**config.mk**
```make
export PLATFORM = sky130hd
export DESIGN_NAME = ps2_device_tx
export DESIGN_NICKNAME = d
export VERILOG_FILES = /design/src/rtl/ps2_device_tx.sv
export SDC_FILE = /design/constraint.sdc
export NUM_CORES = 1
export LEC_CHECK = 0
export CORE_UTILIZATION = 40
export DETAILED_ROUTE_END_ITERATION = 12
export GPL_ROUTABILITY_DRIVEN = 0
export SLEW_MARGIN = 20
export SYNTH_ARGS = -nofsm -noshare
export SYNTH_HDL_FRONTEND = slang
export SYNTH_SLANG_ARGS = --single-unit
export TNS_END_PERCENT = 1
```
**constraint.sdc**
```tcl
create_clock -name clk -period 3.1 [get_ports clk]
set_input_delay 0.62 -clock clk [delete_from_list [all_inputs] [get_ports clk]]
set_output_delay 0.62 -clock clk [all_outputs]
set_load 0.005 [all_outputs]
```
**src/rtl/ps2_device_tx.sv**
```systemverilog
// PS/2 device-side transmitter: buffers bytes in a small FIFO and clocks them out as
// 11-bit frames on a self-generated PS/2 clock, backing off whenever the host inhibits.
module ps2_device_tx #(
    parameter int HALF_PERIOD = 160,
    parameter int IDLE_HOLD   = 200,
    parameter int FIFO_AW     = 3
) (
    input  logic               clk,
    input  logic               rst,
    input  logic [7:0]         din,
    input  logic               din_valid,
    output logic               din_ready,
    input  logic               ps2clk_in,
    input  logic               ps2data_in,
    output logic               ps2clk_oe,
    output logic               ps2data_oe,
    output logic               busy,
    output logic               frame_sent,
    output logic               host_rqs,
    output logic [FIFO_AW:0]   fifo_level
);
    localparam int DEPTH = 1 << FIFO_AW;
    localparam int CMAX  = (IDLE_HOLD > HALF_PERIOD) ? IDLE_HOLD : HALF_PERIOD;
    localparam int CW    = $clog2(CMAX + 1);
    localparam logic [CW-1:0]      HP_LAST   = CW'(HALF_PERIOD - 1);
    localparam logic [CW-1:0]      IDLE_LAST = CW'(IDLE_HOLD - 1);
    localparam logic [FIFO_AW:0]   FULL      = (FIFO_AW + 1)'(DEPTH);

    typedef enum logic [2:0] {
        S_IDLE, S_WAIT_IDLE, S_BIT_HI, S_BIT_LO, S_FINISH, S_INHIBIT
    } state_t;

    function automatic logic odd_par(input logic [7:0] b);
        return ~^b;
    endfunction

    state_t              state, state_nxt;
    logic [CW-1:0]       cnt, cnt_nxt;
    logic [3:0]          bit_idx, bit_nxt;
    logic [10:0]         shreg;
    logic                load, shift, pop, push;
    logic                clk_p0, clk_p1, data_p0, data_p1, data_p2;
    logic [7:0]          mem [DEPTH];
    logic [FIFO_AW-1:0]  wptr, rptr;

    // stage p0/p1: two-flop synchronisers; data_p2 holds the previous synced data level
    always_ff @(posedge clk) begin
        if (rst) begin
            clk_p0  <= 1'b1;
            clk_p1  <= 1'b1;
            data_p0 <= 1'b1;
            data_p1 <= 1'b1;
            data_p2 <= 1'b1;
        end else begin
            clk_p0  <= ps2clk_in;
            clk_p1  <= clk_p0;
            data_p0 <= ps2data_in;
            data_p1 <= data_p0;
            data_p2 <= data_p1;
        end
    end

    assign din_ready = (fifo_level != FULL);
    assign push      = din_valid && din_ready;

    always_ff @(posedge clk) begin
        if (push) mem[wptr] <= din;
    end

    always_ff @(posedge clk) begin
        if (rst) begin
            wptr       <= '0;
            rptr       <= '0;
            fifo_level <= '0;
            frame_sent <= 1'b0;
        end else begin
            if (push) wptr <= wptr + 1'b1;
            if (pop)  rptr <= rptr + 1'b1;
            if (push && !pop)      fifo_level <= fifo_level + 1'b1;
            else if (pop && !push) fifo_level <= fifo_level - 1'b1;
            frame_sent <= pop;
        end
    end

    always_ff @(posedge clk) begin
        if (rst) begin
            state   <= S_IDLE;
            cnt     <= '0;
            bit_idx <= '0;
        end else begin
            state   <= state_nxt;
            cnt     <= cnt_nxt;
            bit_idx <= bit_nxt;
        end
    end

    // Frame is {stop, parity, data, start}; bit 0 is always the bit currently on the wire.
    always_ff @(posedge clk) begin
        if (load)       shreg <= {1'b1, odd_par(mem[rptr]), mem[rptr], 1'b0};
        else if (shift) shreg <= {1'b1, shreg[10:1]};
    end

    always_comb begin
        state_nxt = state;
        cnt_nxt   = cnt;
        bit_nxt   = bit_idx;
        load      = 1'b0;
        shift     = 1'b0;
        pop       = 1'b0;
        case (state)
            S_IDLE: begin
                if (fifo_level != '0) begin
                    state_nxt = S_WAIT_IDLE;
                    cnt_nxt   = '0;
                end
            end
            S_WAIT_IDLE: begin
                if (clk_p1 && data_p1) begin
                    if (cnt == IDLE_LAST) begin
                        state_nxt = S_BIT_HI;
                        cnt_nxt   = '0;
                        bit_nxt   = '0;
                        load      = 1'b1;
                    end else begin
                        cnt_nxt = cnt + 1'b1;
                    end
                end else begin
                    cnt_nxt = '0;
                end
            end
            S_BIT_HI: begin
                if (cnt == HP_LAST) begin
                    cnt_nxt   = '0;
                    state_nxt = clk_p1 ? S_BIT_LO : S_INHIBIT;
                end else begin
                    cnt_nxt = cnt + 1'b1;
                end
            end
            S_BIT_LO: begin
                if (cnt == HP_LAST) begin
                    cnt_nxt = '0;
                    if (bit_idx == 4'd10) begin
                        state_nxt = S_FINISH;
                    end else begin
                        state_nxt = S_BIT_HI;
                        shift     = 1'b1;
                        bit_nxt   = bit_idx + 4'd1;
                    end
                end else begin
                    cnt_nxt = cnt + 1'b1;
                end
            end
            S_FINISH: begin
                if (cnt == HP_LAST) begin
                    cnt_nxt   = '0;
                    pop       = 1'b1;
                    state_nxt = S_IDLE;
                end else begin
                    cnt_nxt = cnt + 1'b1;
                end
            end
            S_INHIBIT: begin
                if (clk_p1) begin
                    state_nxt = S_WAIT_IDLE;
                    cnt_nxt   = '0;
                end
            end
            default: state_nxt = S_IDLE;
        endcase
    end

    assign busy       = (state == S_BIT_HI) || (state == S_BIT_LO) || (state == S_FINISH);
    assign ps2clk_oe  = (state == S_BIT_LO);
    assign ps2data_oe = ((state == S_BIT_HI) || (state == S_BIT_LO)) && !shreg[0];
    assign host_rqs   = ((state == S_IDLE) || (state == S_WAIT_IDLE)) &&
                        data_p2 && !data_p1 && !clk_p1;
endmodule

```
==> flow_summary.yaml, run 1 <==
floorplanning:
  rows: 38
  die-area_um2: 11920
  die_x_um: 109.2
  floorplan.io_pins: 23
  fp.coreArea_um2: 11030
  die_h_um: 109.2
  initial_core_util_pct: 41.65
sta:
  highest_clock_rate_mhz: 362.3
  slew-limit-headroom_pct: 48.10
  grt_setup_unrepaired: "no"
  timing_worst_slew_pin_value_ps: 777.4
  finalCritPeriodShare_pct: 89.04
  hold_violations: 0
  layout_min_cycle_time_ps: 2760
  report.final.setup_viol: 0
  skew_ps: 5.325
  fin_tns_setup_ps: 0
  timing.final.max_slew_violations: 0
detailed_routing:
  postRouteAntennaNets: 0
  routed_vias_inst: 5.072
  vias: 2592
  drt-total-wl_um: 7845
  routed_wire_length_per_instance_um: 15.35
  drcViolationCount: 0
  drt_iter0_markers: 124
  drt_pass1_iterations: 4
layout:
  drive_gt1_share_pct: 15.90
  antenna_cells_inserted: 0
  syn2layout_area_growth_pct: 15.66
  nets: 388
worst_setup_path:
  timing.critical_path.from_type: "register"
  setup.worst_path.class: "register to register"
  slowest_delay_ps: 390
  timing.critical_path.max_delay_family: "simple AND/OR/NAND/NOR gates"
  rr_endpoint: "fifo_level[3]$_SDFFE_PP0P_"
  critPathMostFrequentCell: "ha_1"
  worst_r2r_path_depth: 12
  critical_path_required_ps: 3380
  timing.reg2reg.setup_slack_ps: 340
  cp_bufs_invs: 1
  arrival_time_at_the_worst_endpoint_ps: 3040
  worstReg2RegStart: "cnt[0]$_SDFFE_PP0P_"
  cells_traversed_along_the_worst_timing_path: "ha_1 -> nand4_1 -> nor3_2 -> nand2_1 -> ha_1 -> inv_1 -> ha_1 -> a21o_1 -> a21oi_1 -> xnor2_1 -> or3_1 -> a21oi_1"
  cp_slowest_cell: "dfxtp_1"
  cp_max_fo: 5
  cp-end-kind: "register"
power_and_ir_drop:
  pwr_density_cell_nw_per_um2: 622.6
  power.share.combinational_pct: 15.6
  clock_power_share_pct: 33.7
  switching_power_uw: 876.8
  ir_drop_v: 0.0003583
  share_seq_of_total_power_pct: 50.6
  post-layout-total-power_mw: 3.308
  power.leakage_nw: 1.755
  p_int_mw: 2.431
  switching_share_pct: 26.50
job:
  timing.max_cap.violations: 0
clock_network:
  clock_tree_from_tritoncts: "built"
  cts-resized-gates: 0
  cts-htree-levels: 3
  post-cts-setup-buffers: 0
  ctsLongestPathBuffers: 2
  clkTransAtPathRegs_ps: 70
  cts_sinks: 108
  cts-root-buf: "clkbuf_16"
  cts_hold_buf: 0
  cts-buffers-inserted: 9
  clk-insertion-delay-late_ps: 340
synthesis:
  synth_top_cell_by_area: "edfxtp_1"
  ys_ff_latch: 108
  syn_area_per_cell_um2: 13.80
  area_share_of_the_leading_cell_type_in_the_synthesized_netlist_pct: 47.71
  synth_compound_gate_area_share_pct: 5.365
  synthArstFlopShare_pct: 0
  synth_enable_flop_cells: 73
  synth_mux_area_share_pct: 11.06
  simple_gate_area_share_of_the_yosys_netlist_pct: 11.11
  mappedNetlistArea_um2: 4594
  synth_commonest_cells: "73 x edfxtp_1, 35 x dfxtp_1, 30 x nand2_1"
  main_combinational_cell_family_by_area_after_synthesis: "simple AND/OR/NAND/NOR gates"
  synth.yosys.warnings: 0
  yosys.area_share.adder_pct: 2.614
  synth_cells: 333
  synth_cell_types: 50
  ys_top_cells_by_area: "edfxtp_1 48%, dfxtp_1 15%, mux4_2 6.9%, nand2_1 2.5%, nor2_1 2.4%"
  syn-num-nets: 355
  synth.yosys.seq_area_share_pct: 62.96
  yosysMostFrequentCell: "edfxtp_1"
  dominantRegCellSynth: "edfxtp_1"
  synth-xor-area-share_pct: 4.167
global_routing:
  overflow: 0
  maximum_number_of_pins_on_one_net_before_global_route_repair: 21
  gr-usage-all-layers_pct: 14.49
  number_of_global_route_vias_before_repair: 2442
  first_pass_grt_wire_length_um: 12550
  initial_antenna_violation_count: 0
hold_path:
  min_from: "clk_p0$_SDFF_PP1_"
  hold_path_end: "clk_p1$_SDFF_PP1_"
  worst_hold_path.num_cells: 1
  hold_path_class: "register to register"
run_status:
  status: "finished clean"
placement:
  numPortBuffers: 22
  detailed_place_hpwl_um: 5174
==> metrics by stage <==
stage / worst slack (ps) / cell area, um^2 / hold WS (ps) / utilization, % / cells
after floorplan: 459.2 / 4594 / 389.5 / - / 333
after global placement: 355.1 / 5021 / 401.9 / 45.52 / 495
after detailed placement: 272.8 / 5021 / 398.8 / 45.52 / 495
after CTS: 333.2 / 5314 / 419.3 / 48.17 / 511
after global routing: 67.97 / 5314 / 430.6 / 48.17 / 511
final: 339.9 / 5314 / 414.7 / 48.17 / 511
==> area by class of cell <==
cell class              instances  area (um^2)
clock buffers                   9        225.2
clock inverters                 7        67.56
fillers                       974         5717
inverters                       8        30.03
multi-input cells             201         1583
flip-flops and latches        108         2893
well taps                     140        175.2
repair buffers                 38        340.3
==> sequential cells by signal (all words and copies together) (netlist names), named ones only <==
name / flops
clk_p1: 1
data_p0: 1
mem: 64
data_p2: 1
bit_idx: 4
frame_sent: 1
state: 3
rptr: 3
clk_p0: 1
wptr: 3
shreg: 10
cnt: 8
data_p1: 1
fifo_level: 4
==> cell families after synthesis <==
kind of cell    count (synthesis)
compound gates                 41
simple gates                  105
mux                            25
buf+inv                        24
xor+xnor                       21
fa+ha+maj                       9
flops                         108
==> worst max path at each step <==
| stage | start | depth (start not counted) | endpoint |
|---|---|---|---|
| 2_1_floorplan | cnt[0]$_SDFFE_PP0P_ | 12 | fifo_level[3]$_SDFFE_PP0P_ |
| 3_3_place_gp | din_valid | 11 | fifo_level[3]$_SDFFE_PP0P_ |
| 3_5_place_dp | din_valid | 11 | fifo_level[3]$_SDFFE_PP0P_ |
| 4_1_cts | cnt[0]$_SDFFE_PP0P_ | 12 | fifo_level[3]$_SDFFE_PP0P_ |
| 5_1_grt | cnt[0]$_SDFFE_PP0P_ | 12 | fifo_level[3]$_SDFFE_PP0P_ |
| 6_report | cnt[0]$_SDFFE_PP0P_ | 12 | fifo_level[3]$_SDFFE_PP0P_ |
==> layer usage <==
metal / GRT usage, % / share of wire [%] / wire, um
met5: 0 / 0 / 0
met1: 19.67 / 50 / 3916
met4: 5.714 / 1.5 / 117
met3: 3.407 / 2.3 / 180
met2: 22.46 / 46 / 3630
==> power groups by stage <==
stage	registers, mW	logic (mW)	clock network, mW
after floorplan	1.68	0.361	0
after detailed placement	1.71	0.520	0
after CTS	1.67	0.523	1.14
after global placement	1.70	0.514	0
final	1.67	0.517	1.12
after global routing	1.69	0.582	1.20
==> cell usage in the layout, fill, tap and decap left out, types with 7 or more instances in the layout <==
master and count:
a21oi_1 9, buf_4 16, clkbuf_16 9, clkdlybuf4s50_1 22, dfxtp_1 35, edfxtp_1 73
ha_1 8, inv_1 7, mux4_2 14, nand2_1 30, nor2_1 29, nor3_1 10
o21ai_0 9, o21ai_1 8, xnor2_1 10, xor2_1 10
==> worst register-to-register path, cell delays in order, from the launching register on <==
cell and delay (ps):
dfxtp_1 390, ha_1 240, nand4_1 190, nor3_2 190, nand2_1 160, ha_1 260
inv_1 120, ha_1 250, a21o_1 180, a21oi_1 170, xnor2_1 90, or3_1 300
a21oi_1 140
Power figures use the tool's default switching activity.
==> inputs of run 2 (changes only) <==
--- a/config.mk
+++ b/config.mk
@@ -8,6 +8,7 @@
 export CORE_UTILIZATION = 40
 export DETAILED_ROUTE_END_ITERATION = 12
 export GPL_ROUTABILITY_DRIVEN = 0
+export HOLD_SLACK_MARGIN = 0.03
 export SLEW_MARGIN = 20
 export SYNTH_ARGS = -nofsm -noshare
 export SYNTH_HDL_FRONTEND = slang
==> results of run 2 <==
No change in the layout: final DEF, timing and power equal those of run 1.
